==> src/rtl/hazard_sequencer.sv <==
// rtl/hazard_sequencer.sv - stall/flush controller for the 5-stage MIPS pipeline
//
// Purpose: drives the hold/clear controls of the IF2ID, ID2EXE and EXE2MEM
// pipeline registers. Detects load-use and branch-operand hazards, tracks a
// fixed-latency mult/div unit, freezes the pipeline while data memory is not
// ready, and halts permanently if a memory wait runs past MEM_TIMEOUT.
//
// Ports:
//   clk, rst               clock; asynchronous active-low reset
//   rs/rt/uses_rt_decode   source registers of the decode instruction
//   branch_*_decode        decode-stage branch and its comparison result
//   md_use_decode          decode instruction needs the mult/div unit
//   regwrite/memtoreg/writereg_exe, memtoreg/writereg_mem  producer info
//   md_start_exe           mult/div instruction in exe (launch request)
//   dmem_req_mem, dmem_ready  data memory handshake
//   stall_*/flush_*        pipeline register controls
//   md_busy, mem_error     mult/div running; sticky memory timeout
module hazard_sequencer #(
  parameter int MD_LATENCY  = 32,
  parameter int MEM_TIMEOUT = 255
) (
  input  logic       clk,
  input  logic       rst,
  input  logic [4:0] rs_decode,
  input  logic [4:0] rt_decode,
  input  logic       uses_rt_decode,
  input  logic       branch_decode,
  input  logic       branch_taken_decode,
  input  logic       md_use_decode,
  input  logic       regwrite_exe,
  input  logic       memtoreg_exe,
  input  logic [4:0] writereg_exe,
  input  logic       memtoreg_mem,
  input  logic [4:0] writereg_mem,
  input  logic       md_start_exe,
  input  logic       dmem_req_mem,
  input  logic       dmem_ready,
  output logic       stall_fetch,
  output logic       stall_decode,
  output logic       flush_decode,
  output logic       flush_exe,
  output logic       stall_exe,
  output logic       stall_mem,
  output logic       md_busy,
  output logic       mem_error
);

  localparam logic [7:0] MD_LAT  = MD_LATENCY[7:0];
  localparam logic [7:0] MEM_TMO = MEM_TIMEOUT[7:0];

  typedef enum logic [1:0] {RUN, MEM_WAIT, HALT} state_t;

  state_t     state;
  logic [7:0] wait_cnt;
  logic [7:0] md_cnt;

  logic match_exe, match_mem;
  logic lu_hz, br_hz, md_hz, hz, freeze, md_active;

  // Register 0 is hardwired zero, so it never creates a dependency.
  function automatic logic match(input logic [4:0] r, input logic [4:0] rs,
                                 input logic [4:0] rt, input logic use_rt);
    return (r != 5'd0) && ((r == rs) || (use_rt && (r == rt)));
  endfunction

  always_comb begin
    match_exe = match(writereg_exe, rs_decode, rt_decode, uses_rt_decode);
    match_mem = match(writereg_mem, rs_decode, rt_decode, uses_rt_decode);
    md_active = (md_cnt != 8'd0);
    lu_hz     = regwrite_exe && memtoreg_exe && match_exe;
    // Branches resolve in decode, so any in-flight producer must land first.
    br_hz     = branch_decode && ((regwrite_exe && match_exe) ||
                                  (memtoreg_mem && match_mem));
    md_hz     = md_use_decode && md_active;
    // In MEM_WAIT, dmem_ready releases the pipeline in the same cycle.
    freeze    = ((state == RUN) && dmem_req_mem && !dmem_ready) ||
                ((state == MEM_WAIT) && !dmem_ready) ||
                (state == HALT);
    hz        = (lu_hz || br_hz || md_hz) && !freeze;
  end

  always_comb begin
    stall_fetch  = 1'b0;
    stall_decode = 1'b0;
    flush_decode = 1'b0;
    flush_exe    = 1'b0;
    stall_exe    = 1'b0;
    stall_mem    = 1'b0;
    md_busy      = 1'b0;
    mem_error    = 1'b0;
    if (rst) begin
      md_busy   = md_active;
      mem_error = (state == HALT);
      if (freeze) begin
        stall_fetch  = 1'b1;
        stall_decode = 1'b1;
        stall_exe    = 1'b1;
        stall_mem    = 1'b1;
      end else if (hz) begin
        // Hold fetch/decode and send a bubble down; a taken branch in decode
        // is simply re-evaluated next cycle.
        stall_fetch  = 1'b1;
        stall_decode = 1'b1;
        flush_exe    = 1'b1;
      end else begin
        flush_decode = branch_decode && branch_taken_decode;
      end
    end
  end

  always_ff @(posedge clk or negedge rst) begin
    if (!rst) begin
      state    <= RUN;
      wait_cnt <= 8'd0;
      md_cnt   <= 8'd0;
    end else begin
      case (state)
        RUN: begin
          if (dmem_req_mem && !dmem_ready) begin
            state    <= MEM_WAIT;
            wait_cnt <= 8'd1;
          end
        end
        MEM_WAIT: begin
          // Ready on the timeout cycle still releases: ready is checked first.
          if (dmem_ready) begin
            state    <= RUN;
            wait_cnt <= 8'd0;
          end else if (wait_cnt == MEM_TMO) begin
            state <= HALT;
          end else begin
            wait_cnt <= wait_cnt + 8'd1;
          end
        end
        HALT:    state <= HALT;
        default: state <= RUN;
      endcase

      // A launch during busy or freeze is dropped; countdown continues
      // through freezes because the unit runs independently of the pipeline.
      if (md_start_exe && !md_active && !freeze) begin
        md_cnt <= MD_LAT;
      end else if (md_active) begin
        md_cnt <= md_cnt - 8'd1;
      end
    end
  end

endmodule
==> config.mk <==
export PLATFORM = sky130hd
export DESIGN_NAME = hazard_sequencer
export DESIGN_NICKNAME = d
export VERILOG_FILES = /design/src/rtl/hazard_sequencer.sv
export SDC_FILE = /design/constraint.sdc
export NUM_CORES = 1
export LEC_CHECK = 0
export CAP_MARGIN = 20
export CORE_AREA = 2 2 58 60
export CTS_CLUSTER_SIZE = 12
export DETAILED_ROUTE_END_ITERATION = 8
export DIE_AREA = 0 0 60 62
export MAX_ROUTING_LAYER = met4
export PLACE_DENSITY = 0.75
export SLEW_MARGIN = 10
export SYNTH_ARGS = -nofsm -noshare
export SYNTH_HDL_FRONTEND = slang
export SYNTH_SLANG_ARGS = --single-unit
==> constraint.sdc <==
create_clock -name clk -period 2.8 [get_ports clk]
set_input_delay 0.56 -clock clk [delete_from_list [all_inputs] [get_ports clk]]
set_output_delay 0.56 -clock clk [all_outputs]
set_load 0.01 [all_outputs]
==> impl_metrics.py <==
metrics = {
    "run_status": {
        "status": "complete, no violations",
    },
    "clock_tree": {
        "cts.sinks": 18,
        "h-tree-depth": 1,
        "cts-root-buf": "clkbuf_4",
        "clkLatencyLatePin_ps": 280,
        "cts_tree": "done",
        "clk_pin_slew_ps": 100,
        "cts_inserted_buffers": 3,
        "cts_buffer_depth": 2,
    },
    "setup_path": {
        "worstPathArrival_ps": 2180,
        "reg2reg_depth": 6,
        "path_delay_family": "buffers and inverters",
        "cp.required_ps": 2240,
        "cp.depth": 8,
        "cp-end-kind": "output pin",
        "cp_num_buf_inv": 3,
        "cp-start-kind": "input pin",
        "crit_type": "in -> out",
        "worst-path-max-fanout": 3,
        "crit_chain": "dlygate4sd2_1 -> buf_4 -> xor2_1 -> nor4_1 -> a32oi_1 -> o221a_2 -> and4bb_1 -> buf_2",
        "critPathMaxStageDelay_ps": 300,
        "worst_path_max_delay_cell": "o221a_2",
    },
    "final_layout": {
        "num-nets-final": 233,
        "drive_above_1_share_pct": 18.2,
        "final_cell_mix": "clkdlybuf4s50_1 (20), xor2_1 (19), nor2_1 (18), dfrtp_1 (18), buf_4 (17)",
        "utilization_pct": 58.7,
        "diodes": 0,
        "areaGrowthSynthToFinish_pct": 44.7,
        "fillerInstances": 295,
        "final_common_cell": "clkdlybuf4s50_1",
    },
    "route": {
        "wl_met2_um": 1610,
        "drt_first_pass_iters": 4,
        "via_per_inst": 5.01,
        "wl_met3_um": 178,
        "route.top_layer_used": "met4",
        "totalWireLength_um": 3130,
        "m1WireLength_um": 1260,
        "remaining_drc_errors": 0,
        "postRouteAntennaNets": 0,
        "wl_per_cell_um": 12.8,
        "num_vias": 1223,
        "drtIter0Drc": 45,
    },
    "timing": {
        "setup_viol": 0,
        "finalHoldViolations": 0,
        "final_max_slew_viol_count": 0,
        "fmax_mhz": 365,
        "fin_skew_ps": 5.27,
        "min_period_ps": 2740,
        "rsz0062_at_grt": "false",
        "finalCritPeriodShare_pct": 98.0,
        "finalSetupTns_ps": 0,
        "slew_headroom_pct": 58.2,
        "fin_hold_ws_ps": 475,
        "tightest_slew_ps": 611,
    },
    "min_path": {
        "hp-class": "reg -> reg",
        "hold_depth": 1,
    },
    "die": {
        "dieArea_um2": 3720,
        "initial_core_util_pct": 40.6,
        "io-pin-count": 40,
        "rows": 21,
        "die_w_um": 60,
        "dieHeight_um": 62,
        "coreArea_um2": 3180,
    },
    "synth": {
        "synthTopCellsByArea": "dfrtp_1 (35%), xor2_1 (13%), nor2_1 (5.2%)",
        "synth.top_cell.area_share_pct": 34.9,
        "ys_types": 42,
        "synth_seq_cells": 18,
        "syn_nets": 176,
        "synthArstFlopShare_pct": 100,
        "yosysTopAreaCell": "dfrtp_1",
        "postSynthAreaPerCell_um2": 9.08,
        "netlist_area_um2": 1290,
        "yosysWarnings": 0,
        "syn_inst": 142,
        "ys_seq_area_share_pct": 34.9,
        "synth_flop_cell": "dfrtp_1",
        "synth_edf_count": 0,
    },
    "global_routing": {
        "grt_antenna_before_repair": 0,
        "grtUsageTotal_pct": 19.2,
        "grt_pass1_vias": 1262,
        "grt_start_max_net_pins": 19,
        "overflow": 0,
        "grt_pass1_wl_um": 5220,
    },
    "placed_design": {
        "portBuffers": 39,
        "dp_hpwl_um": 2660,
        "place.gp.congestion": 0.902,
    },
    "pwr": {
        "vdd_drop_max_mv": 0.167,
        "p_per_area_nw_per_um2": 580,
        "p_leak_nw": 0.823,
    },
    "job": {
        "max_cap_violations": 0,
    },
}
-- registers in the layout, indices dropped and copies added, names as in the netlist --
| name | cells |
|---|---|
| md_cnt | 8 |
| wait_cnt | 8 |
| state | 2 |
-- logic make-up (layout without fill, tap and decap cells) --
| group | after synthesis | after routing | share of synthesized area (%) |
|---|---|---|---|
| xor gates and xnor gates | 26 | 26 | 17.7 |
| AOI/OAI and AO/OA | 26 | 26 | 15.5 |
| adders and majority gates | 2 | 2 | 1.94 |
| muxes | 3 | 3 | 2.52 |
| buffers and inverters | 8 | 64 | 3.01 |
| and+or+nand+nor | 59 | 59 | 24.4 |
| DFF | 18 | 18 | 34.9 |
-- repair_timing --
item                                    CTS  global route
endpoints found under the setup margin    4             2
pin swaps                                 8             4
hold buffers                              0             0
gates resized for setup                  31             2
buffers inserted                          0             0
-- layout make-up --
type | count | area [µm²] | area share, %
sequential | 18 | 450 | 24.1
timing repair buffer | 56 | 493 | 26.4
tap | 46 | 57.6 | 3.08
clock buffer | 4 | 36.3 | 1.94
inverter | 4 | 15.0 | 0.804
multi-input combinational | 116 | 815 | 43.6
-- stage by stage --
stage                     cells  area [µm²]  power [mW]  setup slack (ps)
after global placement      240        1840       0.925              -447
after floorplan             142        1290       0.732               412
final                       244        1870        1.08              57.3
after CTS                   244        1860        1.09              15.9
after global routing        244        1870        1.17              5.57
after detailed placement    240        1840       0.948              -506
-- per-layer routing --
| metal | GRT usage [%] | up-vias |
|---|---|---|
| met2 | 35.2 | 41 |
| met5 | - | - |
| met3 | 3.52 | 8 |
| li1 | - | 620 |
| met1 | 20.1 | 554 |
| met4 | 8.57 | 0 |
-- worst reg2reg max path, stage by stage, from the launching register on --
cell,delay (ps)
dfrtp_1,420
ha_1,220
nand3_1,180
o31ai_4,120
a211oi_2,270
or3b_1,370
a21oi_1,150
-- path summary, 6_finish.rpt --
kind	startpoint	end	slack [ps]
max in group asynchronous	rst	md_cnt[0]	1940
setup reg to reg	wait_cnt[0]	wait_cnt[5]	1010
hold / removal	md_cnt[3]	md_cnt[3]	470
hold reg to reg	md_cnt[3]	md_cnt[3]	470
setup / recovery	writereg_exe[2]	flush_decode	60
min in group asynchronous	rst	wait_cnt[5]	670
-- where the power goes --
part	internal, mW	switching, mW
combinational	0.256	0.244
sequential	0.346	0.0853
clock	0.0791	0.0737
-- synth_stat cells (all sizes together), types with 2 or more instances --
cell	number
nor3b	2
buf	3
nand3	6
a211oi	2
nand2b	2
a32oi	2
nor3	6
nand2	10
or4	3
ha	2
nor4	3
inv	4
a21o	2
nor2	18
mux2	2
a21oi	8
xor2	19
o21ai	4
dfrtp	18
xnor2	7
or3	2
No activity file was read; power rests on OpenSTA's default activity.
